File: src/rtl/lfsr_param.sv
// lfsr_param: parametrised Fibonacci/Galois LFSR with multi-step advance,
// zero-seed protection, saturating advance counter and period-wrap flag.
module lfsr_param #(
  parameter int unsigned      WIDTH = 32,
  parameter logic [WIDTH-1:0] TAPS  = WIDTH'(32'h80200003),
  parameter int unsigned      MODE  = 0,
  parameter int unsigned      STEPS = 1,
  parameter logic [WIDTH-1:0] INIT  = WIDTH'(1),
  parameter int unsigned      CNT_W = 16
) (
  input  logic             clk,
  input  logic             rst,
  input  logic [WIDTH-1:0] seed,
  input  logic             ld_en,
  input  logic             shift_en,
  output logic [WIDTH-1:0] lfsr_out,
  output logic [STEPS-1:0] bit_out,
  output logic             lockup,
  output logic             wrap,
  output logic [CNT_W-1:0] shift_cnt
);

  logic [WIDTH-1:0] state_q;
  logic [WIDTH-1:0] seed_q;
  logic [STEPS-1:0] bits_q;
  logic [CNT_W-1:0] cnt_q;
  logic             lockup_q;
  logic             wrap_q;

  logic [WIDTH-1:0] adv;
  logic [WIDTH-1:0] adv_safe;
  logic [STEPS-1:0] adv_bits;
  logic [WIDTH-1:0] ld_val;
  logic             ld_zero;
  logic [CNT_W-1:0] cnt_nxt;

  // One LFSR step in the selected form; output bit is the old MSB.
  function automatic logic [WIDTH-1:0] step1(
    input logic [WIDTH-1:0] s
  );
    logic [WIDTH-1:0] r;
    if (MODE == 0) begin
      r = {s[WIDTH-2:0], ^(s & TAPS)};
    end else begin
      r = {s[WIDTH-2:0], 1'b0}
        ^ (s[WIDTH-1] ? TAPS : '0);
    end
    return r;
  endfunction

  // Unrolled STEPS-fold advance; first step lands in the MSB of bits.
  always_comb begin
    logic [WIDTH-1:0] s;
    s        = state_q;
    adv_bits = '0;
    for (int unsigned k = 0; k < STEPS; k++) begin
      adv_bits[STEPS-1-k] = s[WIDTH-1];
      s = step1(s);
    end
    adv = s;
  end

  // Never let a degenerate tap mask park the register at zero.
  assign adv_safe = (adv == '0) ? INIT : adv;

  // Zero seeds are replaced so the register can never lock up.
  assign ld_zero = (seed == '0);
  assign ld_val  = ld_zero ? INIT : seed;

  // Advance counter sticks at all-ones instead of wrapping.
  assign cnt_nxt = (cnt_q == '1) ? cnt_q : cnt_q + 1'b1;

  // State update: reset beats load, load beats shift; flags are pulses.
  always_ff @(posedge clk) begin
    if (rst) begin
      state_q  <= INIT;
      seed_q   <= INIT;
      bits_q   <= '0;
      cnt_q    <= '0;
      lockup_q <= 1'b0;
      wrap_q   <= 1'b0;
    end else if (ld_en) begin
      state_q  <= ld_val;
      seed_q   <= ld_val;
      bits_q   <= '0;
      cnt_q    <= '0;
      lockup_q <= ld_zero;
      wrap_q   <= 1'b0;
    end else if (shift_en) begin
      state_q  <= adv_safe;
      bits_q   <= adv_bits;
      cnt_q    <= cnt_nxt;
      lockup_q <= 1'b0;
      wrap_q   <= (adv_safe == seed_q);
    end else begin
      lockup_q <= 1'b0;
      wrap_q   <= 1'b0;
    end
  end

  assign lfsr_out  = state_q;
  assign bit_out   = bits_q;
  assign shift_cnt = cnt_q;
  assign lockup    = lockup_q;
  assign wrap      = wrap_q;

endmodule

File: config.mk
export PLATFORM = sky130hd
export DESIGN_NAME = lfsr_param
export DESIGN_NICKNAME = d
export VERILOG_FILES = /design/src/rtl/lfsr_param.sv
export SDC_FILE = /design/constraint.sdc
export NUM_CORES = 1
export LEC_CHECK = 0
export ABC_AREA = 1
export CAP_MARGIN = 10
export CORE_MARGIN = 2
export CORE_UTILIZATION = 30
export CTS_CLUSTER_DIAMETER = 50
export DETAILED_ROUTE_END_ITERATION = 8
export DONT_BUFFER_PORTS = 1
export PLACE_DENSITY_LB_ADDON = 0.25
export SLEW_MARGIN = 25
export SYNTH_ARGS = -nofsm -noshare
export SYNTH_HDL_FRONTEND = slang
export SYNTH_SLANG_ARGS = --single-unit
File: constraint.sdc
create_clock -name clk -period 1.6 [get_ports clk]
set_clock_uncertainty 0.1 [all_clocks]
set_input_delay 0.48 -clock clk [delete_from_list [all_inputs] [get_ports clk]]
set_output_delay 0.48 -clock clk [all_outputs]
set_load 0.01 [all_outputs]
# After elaboration in Yosys (flattened, before gate mapping)
# Cells that the tools add are included.
# Widths: inputs -> output; s select.
# classes
add_sub_neg,1
eq_ne,2
muxes,4
n_bitwise,3
n_reduce_logical,8
# ops
op,count
$mux 32,4
$logic_not 32->1,2
$eq 32x32->1,1
$reduce_xor 32->1,1
$add 16x1->16 const B,1
$eq 16x16->1 const B,1
$reduce_or 2->1,2
$not 1->1,3
$reduce_or 3->1,1
$reduce_and 2->1,1
$reduce_bool 2->1,1
# totals
ff_bits,83
inputBits,36
out_inout_bits,51
wordCells,24

# Depth between registers and ports, before layout
# Gate-level depths: netlist of run 1.
# logic_depth
depth_word,5
ltp_mapped,11
depth_no_buf,11

# Worst setup path before layout of run 1
# Ideal clock, no wire load.
# synth_path
kind,flip-flop to flip-flop
startpoint,"reg cnt_q[1], in the netlist shift_cnt[1]"
endpoint,"reg cnt_q[2], in the netlist shift_cnt[2]"
setup_time_ps,116
arrival_ps,1344
required_time_ps,1384
setup_slack_ps,40
path_stages_with_launch,10
path_buffers,1
path_cell_list,dfxtp_1 ha_1 nand3_1 nor2_1 nand3_1 nand2_4 buf_4 nor2_1 o21ai_1 nor2_1
# synth_via
elab_chain_cells,3
word_cells_on_any_way,4
cone_classes,1 x add/sub; 1 x eq/ne; 1 x bitwise; 1 x reduce/logical
# synth_rtl
item,line_no,source
from (decl),26,logic [CNT_W-1:0] cnt_q;
from (signal assigned),92,cnt_q <= cnt_nxt;
"parallel branches: the longest is 3 deep, another holds $add 16x1->16",-,
# Parallel ways; which one is timed is not known.
# A chain may end at the register's enable or synchronous reset.

# Worst setup path after layout of run 1
# layout_path
startpoint,"reg cnt_q[0], in the netlist shift_cnt[0]"
endpoint,"reg cnt_q[8], in the netlist shift_cnt[8]"
# The elaborated chain is that of the path after synthesis.

==> impl_metrics.toml, run 1 <==
[yosys]
synth_simple_gate_area_share = 0.250
synth.cells.most_frequent = "nand2_1 (131), dfxtp_1 (83), nor2_1 (62)"
post-synth-top-area-cell = "dfxtp_1"
netlist_area_sq_um = 3970
synthesized_area_fraction_occupied_by_adder_cells = 0.00315
seq_area_frac_synth = 0.419
muxShareOfSynthArea = 0
synth_edf_count = 0
synth_area_per_cell_sq_um = 7.17
synthFlopType = "dfxtp_1"
synthCells = 553
synth_top_family_by_area = "simple AND/OR/NAND/NOR gates"
synth_xor_area_frac = 0.0353
postSynthRegisterBits = 83
yosysWarnings = 0
library_cell_with_the_highest_instance_count_after_synthesis = "nand2_1"
yosysUniqueCellTypes = 39
synthesis.nets = 590
synth_compound_area_frac = 0.206
synthArstFlopShare = 0
synthTopCellsByArea = "dfxtp_1 (42%), nand2_1 (12%), nor2_1 (5.9%)"
synth_largest_type_area_fraction = 0.419

[worst_setup_path]
worst-r2r-setup-slack_ns = 0.05
timing.critical_path.required_ns = 1.72
worstPathMaxFanout = 6
crit_type = "reg -> reg"
startpoint = "shift_cnt[0]$_SDFFE_PP0P_"
regToRegEndpoint = "shift_cnt[8]$_SDFFE_PP0P_"
setup.worst_path.end_class = "flop"
rr_worst_depth = 9
cp.arrival_ns = 1.67
startpoint_type = "flop"
timing.rr.start = "shift_cnt[0]$_SDFFE_PP0P_"

[timing]
rsz_0062_raised_after_global_routing = "true"
layout_worst_path_cycle_share = 0.971
timing_worst_slew_pin_value_ns = 0.372
tightest_slew_margin_relative_to_the_limit = 0.752
timing.final.ws_setup_ns = 0.0472
final-hold-violation-count = 0
setup_viol = 0
setup_total_negative_slack_ns = 0
report.final.slew_viol_count = 0
fmax_ghz = 0.644
final_period_minus_worst_setup_slack_ns = 1.55

[routing]
routed_wire_length_per_instance_um = 16.2
drt-pass1-iter-count = 5
final_antenna_net_count = 0
avgViaCountPerCell = 4.98
drc = 0
postRouteWirelength_um = 12800
num_vias = 3931
detail_route.iter0.violations = 386

[global_route]
grt_antenna_before_repair = 0
grt_max_degree = 42
number_of_global_route_vias_before_repair = 3907
gr-usage-all-layers = 0.183
global_route_wire_length_before_repair_um = 20400
grt_overflow = 0

[power_and_ir_drop]
switching_power_mw = 1.37
switching_share = 0.276
share_comb_of_total_power = 0.155
vdd.ir_drop.worst_uv = 508
powerDensity_nw_per_um2 = 977
static-leakage-power_nw = 1.99
pwr-share-seq = 0.459
cellInternalPower_mw = 3.58
power.share.clock = 0.385

[cts]
cts_tree = "built"
numCtsBuffers = 9
max-clock-path-buffers = 2
cts_hold_repair.buffers = 0
clock_latency_at_the_later_pin_of_the_worst_skew_pair_ns = 0.33
clock_sink_count = 83
cts_root_buffer = "clkbuf_16"
cts.htree.levels = 3
cts.clk_slew.worst_paths_ns = 0.06

[min_path]
hold-path-cell-count = 1
hold_path_class = "in -> reg"
hold-path-endpoint = "seed_q[24]$_SDFFE_PP0P_"
hold_path.startpoint = "rst"

[floorplan]
fp.dieArea_sq_um = 14200
initial_utilization = 0.303
floorplan.io_pins = 87
die_width_um = 119
core-area_sq_um = 13100
die_h_um = 119
row_count = 42

[finish]
filler_cell_count = 1365
proportion_of_layout_cells_with_a_drive_suffix_above_1 = 0.262
utilization = 0.387
final_nets = 648
area_delta_synth_final_pct = 27.7
antenna_cells = 0

[place]
post-dp-hpwl_um = 9110
buffers_on_ports = 0
final_weighted_congestion_of_routability_driven_global_placement = 0.885
place_worst_setup_slack_ns = -0.0128

[outcome]
run_status = "finished, final reports clean"

[run]
cap_violations = 0
stage by stage:
step / total power, mW / cell area (sq um) / hold slack (ns) / instances
after floorplan: 2.78 / 3970 / 0.352 / 553
after global placement: 3.01 / 4570 / 0.356 / 768
after detailed placement: 3.03 / 4570 / 0.361 / 768
after CTS: 4.95 / 4870 / 0.102 / 785
after global routing: 5.17 / 5070 / 0.103 / 790
final: 4.95 / 5070 / 0.122 / 790
sequential cells by signal, summed over array words and instances (netlist names):
signal     count
lfsr_out      32
seed_q        32
shift_cnt     16
bit_out        1
lockup         1
wrap           1
per-layer routing:
metal	GRT usage	up-vias	wire length, um
met1	0.226	1829	5600
met3	0.0474	14	772
li1	-	1975	-
met4	0.0558	0	222
met5	0	-	0
met2	0.311	113	6180
cells by family after synthesis:
kind of cell / count (synthesis)
flops: 83
simple gates: 231
buf+inv: 81
compound gates: 141
xor+xnor: 16
fa+ha+maj: 1
layout make-up:
cell class / count / area, sq um / share of cell area
clock buffer: 10 / 239 / 0.0472
sequential: 83 / 1710 / 0.337
multi-input combinational: 390 / 2090 / 0.412
tap: 176 / 220 / 0.0435
inverter: 53 / 200 / 0.0395
clock inverter: 4 / 28.8 / 0.00568
timing repair buffer: 74 / 584 / 0.115
critical path, cell delays in order, from the launching register on:
cell and delay [ns]:
dfxtp_4 0.37, ha_4 0.17, nand3_1 0.09, nor2_2 0.05, nand3_2 0.10, nand2_4 0.10
nor2_4 0.19, nand3_2 0.09, o21ai_1 0.13, a21oi_1 0.05
worst max-delay path by stage:
stage / to / cells past startpoint
after floorplan: shift_cnt[2]$_SDFFE_PP0P_ / 9
after global placement: lfsr_out[0]$_SDFFE_PP1P_ / 9
after detailed placement: shift_cnt[13]$_SDFFE_PP0P_ / 9
after CTS: shift_cnt[10]$_SDFFE_PP0P_ / 8
after global routing: wrap$_SDFF_PP0_ / 9
final: shift_cnt[8]$_SDFFE_PP0P_ / 9
placed cells by master (no fill, tap or decap), types with 2 or more instances in the layout:
cell	n
buf_4	71
nor3_4	2
a211oi_1	3
nor2_2	10
dfxtp_2	13
nor4_1	3
o21ai_0	24
nor2_4	4
nand2_1	123
clkinv_2	2
o211ai_1	2
buf_12	2
nand3_2	4
nor2_1	49
xor2_1	6
inv_2	10
nor3_1	4
dfxtp_4	8
nand4_1	9
o22ai_1	29
xnor2_1	10
nor3_2	3
a21oi_1	23
o21ai_1	22
dfxtp_1	62
clkbuf_16	9
nand3_1	7
clkinvlp_4	2
nand2_2	11
inv_1	42
nand2_4	2
a22o_1	2
a31oi_1	30
what timing repair did:
| action | in CTS | in global routing |
|---|---|---|
| pin swaps | 1 | 18 |
| buffers inserted | 2 | 5 |
| endpoints found under the setup margin | 8 | 16 |
| resized for setup | 5 | 59 |
| cloned | 1 | 0 |
power groups by stage:
| stage | clock network [mW] | registers [mW] | logic (mW) |
|---|---|---|---|
| global route | 2.03 | 2.29 | 0.855 |
| CTS | 1.96 | 2.26 | 0.727 |
| global placement | 0 | 2.31 | 0.710 |
| detailed placement | 0 | 2.31 | 0.718 |
| floorplan | 0 | 2.34 | 0.441 |
| finish | 1.91 | 2.27 | 0.768 |
No activity file was read; power rests on OpenSTA's default activity.
==> run 2, diff against run 1 <==
Settings changed: MAX_ROUTING_LAYER set to met4.
==> run 2 against run 1 <==
Non-clock buffer count down 1. Critical endpoint is now shift_cnt[5]. Worst hold slack worse by 0.024 ns. Sequential share of layout area is 0.22 points lower.
==> impl_metrics.toml, run 2 (synthesized netlist as in run 1, its figures left out) <==
[outcome]
run_status = "finished, final reports clean"

[cts]
cts.htree.levels = 3
max-clock-path-buffers = 2
numCtsBuffers = 9
clock_latency_at_the_later_pin_of_the_worst_skew_pair_ns = 0.35
cts_tree = "built"
cts_hold_repair.buffers = 0
clock_sink_count = 83
cts_root_buffer = "clkbuf_16"
cts.clk_slew.worst_paths_ns = 0.06

[finish]
layout.cells.most_common_list = "nand2_1 (129), dfxtp_1 (76), buf_4 (72)"
finish.instance_area_sq_um = 5000
proportion_of_layout_cells_with_a_drive_suffix_above_1 = 0.216
filler_cell_count = 1356
most_common_cell_after_layout_fill_and_taps_aside = "nand2_1"
final_nets = 647
antenna_cells = 0
stdcell_count = 791
area_delta_synth_final_pct = 26.1

[worst_setup_path]
timing.critical_path.buf_inv = 2
worst_path_largest_cell_delay_ns = 0.37
cp_top_family = "flip-flops"
critical_path_slowest_stage_cell = "dfxtp_1"
setup.worst_path.end_class = "primary output"
startpoint = "shift_cnt[5]$_SDFFE_PP0P_"
rr_worst_depth = 7
cp.arrival_ns = 0.96
crit_type = "reg -> out"
logic_depth_of_the_worst_setup_path_including_buffers = 2
timing.critical_path.required_ns = 1.02
timing.rr.start = "shift_cnt[6]$_SDFFE_PP0P_"
regToRegEndpoint = "shift_cnt[13]$_SDFFE_PP0P_"
worstPathMaxFanout = 3
endpoint = "shift_cnt[5]"
worst-r2r-setup-slack_ns = 0.06
timing.critical_path.mode_cell = "buf_4"
startpoint_type = "flop"
critical_path.cell_chain = "buf_4 > buf_4"

[routing]
final_antenna_net_count = 0
num_vias = 3957
drt-pass1-iter-count = 4
routed_wire_length_per_instance_um = 16.1
avgViaCountPerCell = 5.00
drc = 0
detail_route.iter0.violations = 315
postRouteWirelength_um = 12700

[floorplan]
row_count = 42
floorplan.io_pins = 87
core-area_sq_um = 13100
die_h_um = 119
initial_utilization = 0.303
fp.dieArea_sq_um = 14200
die_width_um = 119

[run]
cap_violations = 0

[timing]
fmax_ghz = 0.649
rsz_0062_raised_after_global_routing = "true"
layout_worst_path_cycle_share = 0.962
timing_worst_slew_pin_value_ns = 0.400
setup_total_negative_slack_ns = 0
setup_viol = 0
final-hold-violation-count = 0
report.final.slew_viol_count = 0
tightest_slew_margin_relative_to_the_limit = 0.733
final_period_minus_worst_setup_slack_ns = 1.54

[power_and_ir_drop]
switching_power_mw = 1.42
cellInternalPower_mw = 3.69
switching_share = 0.277
report.power.total_mw = 5.11
vdd.ir_drop.worst_uv = 650
share_comb_of_total_power = 0.141
pwr-share-seq = 0.443
static-leakage-power_nw = 2.00
power.share.clock = 0.416
powerDensity_nw_per_um2 = 1020

[min_path]
hold_path_class = "in -> reg"
hold_path.startpoint = "rst"

[place]
buffers_on_ports = 0
cell_area_reported_after_detailed_placement_sq_um = 4570
final_weighted_congestion_of_routability_driven_global_placement = 0.897
placed_cells = 770
post-dp-hpwl_um = 9260

[global_route]
grt_antenna_before_repair = 0
grt_overflow = 0
global_route_wire_length_before_repair_um = 20100
number_of_global_route_vias_before_repair = 3914
grt_max_degree = 37
gr-usage-all-layers = 0.187
run 2: cell types whose count changed in the layout (fill, tap and decap cells not counted), sizes merged:
cell / previous run / this run
buf: 74 / 73
bufinv: 0 / 1
clkbuf: 10 / 9
clkinvlp: 2 / 1
inv: 52 / 55
run 2: how the worst min path moves through the flow:
stage,to,slack [ns],cells after the start
after floorplan,seed_q[29]$_SDFFE_PP0P_,0.35,2
after global placement,seed_q[4]$_SDFFE_PP0P_,0.36,2
after detailed placement,seed_q[4]$_SDFFE_PP0P_,0.36,2
after CTS,seed_q[4]$_SDFFE_PP0P_,0.08,1
after global routing,seed_q[4]$_SDFFE_PP0P_,0.08,1
final,seed_q[4]$_SDFFE_PP0P_,0.1,1
run 2: final cells by class:
type / count / area (sq um) / area share
Clock buffer: 9 / 225 / 0.0450
Clock inverter: 7 / 73.8 / 0.0148
Inverter: 53 / 200 / 0.0400
Multi-Input combinational cell: 390 / 2050 / 0.409
Sequential cell: 83 / 1680 / 0.335
Tap cell: 176 / 220 / 0.0440
Timing Repair Buffer: 73 / 561 / 0.112
run 2: what timing repair did:
action	in CTS	in global routing
setup buffers	3	1
pin swaps	1	7
endpoints found under the setup margin	3	17
endpoints found under the hold margin	0	0
resized for setup	5	21
gates cloned	1	0
run 2: routing by layer:
layer  wire, um  part of all wire  GRT usage
met5          0                 0          -
met4        289             0.023     0.0662
met3        858             0.067     0.0603
met2       6170              0.48      0.311
met1       5410              0.43      0.212
run 2: power by group through the flow:
| stage | registers (mW) | clock network, mW | logic (mW) |
|---|---|---|---|
| floorplan | 2.34 | 0 | 0.441 |
| global placement | 2.30 | 0 | 0.707 |
| detailed placement | 2.31 | 0 | 0.713 |
| CTS | 2.26 | 2.19 | 0.723 |
| global route | 2.27 | 2.26 | 0.806 |
| finish | 2.26 | 2.13 | 0.721 |
run 2: per-stage QoR:
step / hold WS (ns) / setup WS [ns] / utilization
2_1_floorplan: 0.352 / 0.0403 / -
3_3_place_gp: 0.356 / -0.0100 / 0.349
3_5_place_dp: 0.361 / -0.0439 / 0.349
4_1_cts: 0.0841 / 0.0235 / 0.376
5_1_grt: 0.0832 / -0.0327 / 0.382
6_report: 0.0983 / 0.0600 / 0.382
==> run 3, diff against run 2 <==
Settings changed: CORE_MARGIN 2 to 1.
==> run 3 against run 2 <==
Setup slack worse by 0.026 ns. Maximum frequency down 1.7%. Global-route usage up 1.2 points. Non-clock buffer count down 5. Critical path depth unchanged. Sequential power about the same. Cell area down 0.40%. Clock power up 6%. Worst hold slack better by 0.0084 ns. Total power up 2.6%. First-iteration DRC count down 23%. Clock-buffer cell count up 1. Critical endpoint is now shift_cnt[2].
==> impl_metrics.toml, run 3 (synthesized netlist as in run 1, its figures left out) <==
[floorplan]
die_width_um = 117
core-area_sq_um = 12800
die_h_um = 117
initial_utilization = 0.311
floorplan.io_pins = 87
row_count = 41
fp.dieArea_sq_um = 13700

[global_route]
grt_overflow = 0
grt_max_degree = 42
grt_antenna_before_repair = 0
gr-usage-all-layers = 0.199
number_of_global_route_vias_before_repair = 3858
global_route_wire_length_before_repair_um = 19900

[timing]
report.final.slew_viol_count = 0
final-hold-violation-count = 0
hold_slack_final_ns = 0.107
setup_total_negative_slack_ns = 0
setup_viol = 0
fmax_ghz = 0.639
final_period_minus_worst_setup_slack_ns = 1.57
timing_worst_slew_pin_value_ns = 0.344
rsz_0062_raised_after_global_routing = "true"
tightest_slew_margin_relative_to_the_limit = 0.768
layout_worst_path_cycle_share = 0.979

[power_and_ir_drop]
share_comb_of_total_power = 0.139
power.share.clock = 0.430
static-leakage-power_nw = 1.96
report.power.total_mw = 5.24
cellInternalPower_mw = 3.85
switching_power_mw = 1.39
pwr-share-seq = 0.431
vdd.ir_drop.worst_uv = 509
switching_share = 0.266
powerDensity_nw_per_um2 = 1050

[worst_setup_path]
setup.worst_path.end_class = "primary output"
worstPathMaxFanout = 4
crit_type = "reg -> out"
timing.critical_path.required_ns = 1.02
startpoint_type = "flop"
worst-r2r-setup-slack_ns = 0.07
rr_worst_depth = 9
cp.arrival_ns = 0.99

[place]
final_weighted_congestion_of_routability_driven_global_placement = 0.835
buffers_on_ports = 0
post-dp-hpwl_um = 9100

[cts]
clock_latency_at_the_later_pin_of_the_worst_skew_pair_ns = 0.34
cts.clk_slew.worst_paths_ns = 0.06
clock_sink_count = 83
cts_hold_repair.buffers = 0
numCtsBuffers = 9
cts_root_buffer = "clkbuf_16"
cts.htree.levels = 3
max-clock-path-buffers = 2
cts_tree = "built"

[finish]
most_common_cell_after_layout_fill_and_taps_aside = "nand2_1"
multiInputGateArea_sq_um = 2020
seqCellArea_sq_um = 1680
utilization = 0.390
proportion_of_layout_cells_with_a_drive_suffix_above_1 = 0.208
filler_cell_count = 1344
final_nets = 642
antenna_cells = 0
area_delta_synth_final_pct = 25.6
layout.cells.most_common_list = "nand2_1 (130), dfxtp_1 (73), buf_4 (65)"

[routing]
postRouteWirelength_um = 12700
routed_wire_length_per_instance_um = 16.2
avgViaCountPerCell = 5.05
final_antenna_net_count = 0
detail_route.iter0.violations = 244
drc = 0
drt-pass1-iter-count = 5
num_vias = 3949

[run]
cap_violations = 0

[outcome]
run_status = "finished, final reports clean"

[min_path]
hold-path-cell-count = 1
hold_path_class = "in -> reg"
[run 3: cell count changes in the layout (fill, tap and decap cells not counted), moves of 2 or more]
cell     before  now
buf_12        1    3
inv_6         3    1
nor3_2        2    4
dfxtp_1      76   73
dfxtp_2       5    8
buf_4        72   65
[run 3: timing repair]
item                                   4_1_cts  5_1_grt
pin swaps                                    1        5
setup endpoints to repair                    2       18
endpoints found under the hold margin        0        0
setup buffers                                2        1
cloned                                       1        0
resized for setup                            4       20
[run 3: worst max-delay path, cell delays in order, from the launching register on]
cell and delay [ns]:
dfxtp_1 0.40, buf_4 0.15, buf_4 0.11
[run 3: cell type report]
type	instances	area share
sequential	83	0.337
inverter	53	0.0402
clock buffer	10	0.0460
timing repair buffer	68	0.110
clock inverter	6	0.0178
multi-input combinational	390	0.406
tap	172	0.0432
[run 3: power groups by stage]
stage	combinational, mW	clock, mW	sequential (mW)
floorplan	0.441	0	2.34
global placement	0.711	0	2.30
detailed placement	0.718	0	2.30
CTS	0.727	2.30	2.26
global route	0.811	2.39	2.27
finish	0.727	2.25	2.26
[run 3: metal layers]
| metal | GRT usage | share of wire | up-vias |
|---|---|---|---|
| met2 | 0.329 | 0.48 | 116 |
| li1 | - | - | 1979 |
| met3 | 0.0566 | 0.073 | 23 |
| met1 | 0.226 | 0.42 | 1831 |
| met4 | 0.0819 | 0.028 | 0 |
| met5 | - | 0 | - |
[run 3: per-stage QoR]
step / area [sq um] / instances / worst slack, ns
floorplan: 3970 / 553 / 0.0403
global placement: 4560 / 762 / 0.00578
detailed placement: 4560 / 762 / -0.0403
CTS: 4920 / 781 / 0.00772
global route: 4980 / 782 / -0.0229
finish: 4980 / 782 / 0.0339
[run 3: final timing paths]
| path | start | end |
|---|---|---|
| worst max register to register | shift_cnt[0]$_SDFFE_PP0P_ | shift_cnt[13]$_SDFFE_PP0P_ |
| worst min-delay path | rst | seed_q[4]$_SDFFE_PP0P_ |
| worst min register to register | seed_q[14]$_SDFFE_PP0P_ | seed_q[14]$_SDFFE_PP0P_ |
| worst max-delay path | shift_cnt[2]$_SDFFE_PP0P_ | shift_cnt[2] |
==> edit (flow settings as in run 2) <==
Change the parameter `CNT_W` from 16 to 20.
--- a/src/rtl/lfsr_param.sv
+++ b/src/rtl/lfsr_param.sv
@@ -8,3 +8,3 @@
   parameter logic [WIDTH-1:0] INIT  = WIDTH'(1),
-  parameter int unsigned      CNT_W = 16
+  parameter int unsigned      CNT_W = 20
 ) (
Ports: changed (resized shift_cnt); port bits go from 87 to 91. No check against the original RTL was run, so the function may have changed too.
==> edit against run 2 <==
  * The flow now finishes with violations (negative setup slack)
  * Sequential share of layout area down 2.1 points
  * Hold slack improved by 4.9 ps
  * Global-route usage up 1.1 points
  * Via count is 13% higher
  * Design area grew 14%
  * Sequential cell count rose by 4
  * Wire length grew 13%
  * Critical endpoint is now shift_cnt[19]$_SDFFE_PP0P_
  * Power up 2.1%
  * Highest routed layer unchanged
  * Synthesized area increased by 6.3%
  * Utilization up 2.9 points
  * Die area grew 6.1%
  * Worst setup slack lost 120 ps
==> edit: results (changes against run 2) <==
{| class="wikitable"
! Metric !! Value
|-
| Run status || complete, but fails checks
|-
| Failing checks || negative setup slack
|-
| Final antenna diode count || 0 (unchanged)
|-
| Via count of the first global-routing pass || 4294 (+9.7%)
|-
| Final setup fails || 17 (+17)
|-
| Portion of total power attributed to combinational logic || 15.4% (+1.3 points)
|-
| Global-route usage over all layers || 19.8% (+1.1 points)
|-
| PnR Total Power || 5.22 mW (+2.1%)
|-
| Wire length of the first global-routing pass || 22300 um (+11%)
|-
| Maximum vdd ir drop || 0.000485 V (-25%)
|-
| Setup Buffers After CTS || 10 (+7)
|-
| Largest stage delay on the critical path || 370 ps (about the same)
|-
| Fraction of the yosys area taken by sequential cells || 41.3% (-0.57 points)
|-
| Final wirelength || 14300 um (+13%)
|-
| Largest net degree at the start of global routing || 49 (+32%)
|-
| Logic depth of the worst register-to-register path || 10 (+3)
|-
| Xor/xnor cell area share of the yosys netlist || 4.36% (+0.83 points)
|-
| GP Congestion || 0.881 (-1.8%)
|-
| Worst reg2reg path startpoint || shift_cnt[1]$_SDFFE_PP0P_
|-
| Arr. time, crit path || 1780 ps (+820 ps)
|-
| Total negative slack for setup checks || -642 ps (-642 ps)
|-
| Relative slew slack || 66.4% (-6.9 points)
|-
| Cell type group with the largest total delay on the critical path || simple AND/OR/NAND/NOR gates
|-
| Via Count || 4477 (+13%)
|-
| Length of the first detailed-routing pass in iterations || 5 (+1)
|-
| Post-Synthesis Net Count || 633 (+7.3%)
|-
| Crit path kind || reg -> reg
|-
| Avg WL per Cell || 16.4 um (+1.9%)
|-
| Power Dens Cells || 917 nW/um^2 (-10%)
|-
| Post-synthesis instance total || 596 (+7.8%)
|-
| Fraction of the mapped netlist area in compound gates || 19.6% (-1.0 points)
|-
| Number of gates resized after cts || 20 (+15)
|-
| Synth area leaders || dfxtp_1 (41%), nand2_1 (14%), o21ai_0 (5.5%), nor2_1 (5.3%), a31oi_1 (4.2%)
|-
| Cell with the largest stage delay on the worst path || dfxtp_4
|-
| Clock share of power || 39.3% (-2.3 points)
|-
| Internal portion of total power || 3.70 mW (about the same)
|-
| Post-synth cell types || 37 (-5.1%)
|-
| Fraction of synthesis flops using an asynchronous set or reset pin || 0% (unchanged)
|-
| Leakage power || 2.24 nW (+12%)
|-
| Least setup slack across all paths after layout || -56.1 ps (-116 ps)
|-
| Highest fanout seen on the critical path || 7 (+4)
|-
| Share of layout cells above drive strength 1 || 28.1% (+6.4 points)
|-
| Post-detail-place hpwl || 10300 um (+12%)
|-
| Worst hold-check slack || 103 ps (+4.92 ps)
|-
| Count of placed standard cells including taps || 844 (+9.6%)
|-
| Detailed router's first-iteration violation count || 255 (-19%)
|-
| Cell area reported after detailed placement || 5070 um^2 (+11%)
|-
| Adder and majority gate portion of the synthesized area || 0.297% (-0.019 points)
|-
| Most frequent cells after synthesis || nand2_1 (157), dfxtp_1 (87), nor2_1 (60)
|-
| Filler instances || 1449 (+6.9%)
|-
| Critical path endpoint || shift_cnt[19]$_SDFFE_PP0P_
|-
| Nets || 727 (+12%)
|}
[edit: cell count changes in the layout (fill, tap and decap cells not counted), sizes merged, moves of 6 or more]
| cell | delta |
|---|---|
| buf | +39 |
| nand2 | +22 |
| inv | -6 |
| nand4 | +7 |
| a21oi | +10 |
[edit: cell type report]
| type | instances | share of cell area [%] |
|---|---|---|
| flip-flops and latches | 87 | 31.4 |
| repair buffers | 112 | 16.2 |
| inverters | 47 | 3.32 |
| multi-input cells | 433 | 40.2 |
| well taps | 180 | 3.96 |
| clock buffers | 10 | 4.03 |
| clock inverters | 6 | 0.924 |
[edit: layer usage]
layer | GRT usage [%] | wire length (um) | vias up
li1 | - | - | 2202
met3 | 4.69 | 1010 | 12
met4 | 6.54 | 166 | 0
met1 | 24.9 | 6230 | 2116
met2 | 31.5 | 6940 | 147
met5 | - | 0 | -
[edit: cell families after synthesis]
group                      after synthesis
DFF                                     87
adders and majority gates                1
xor gates and xnor gates                21
AOI/OAI and AO/OA                      144
and+or+nand+nor                        267
buffers and inverters                   76
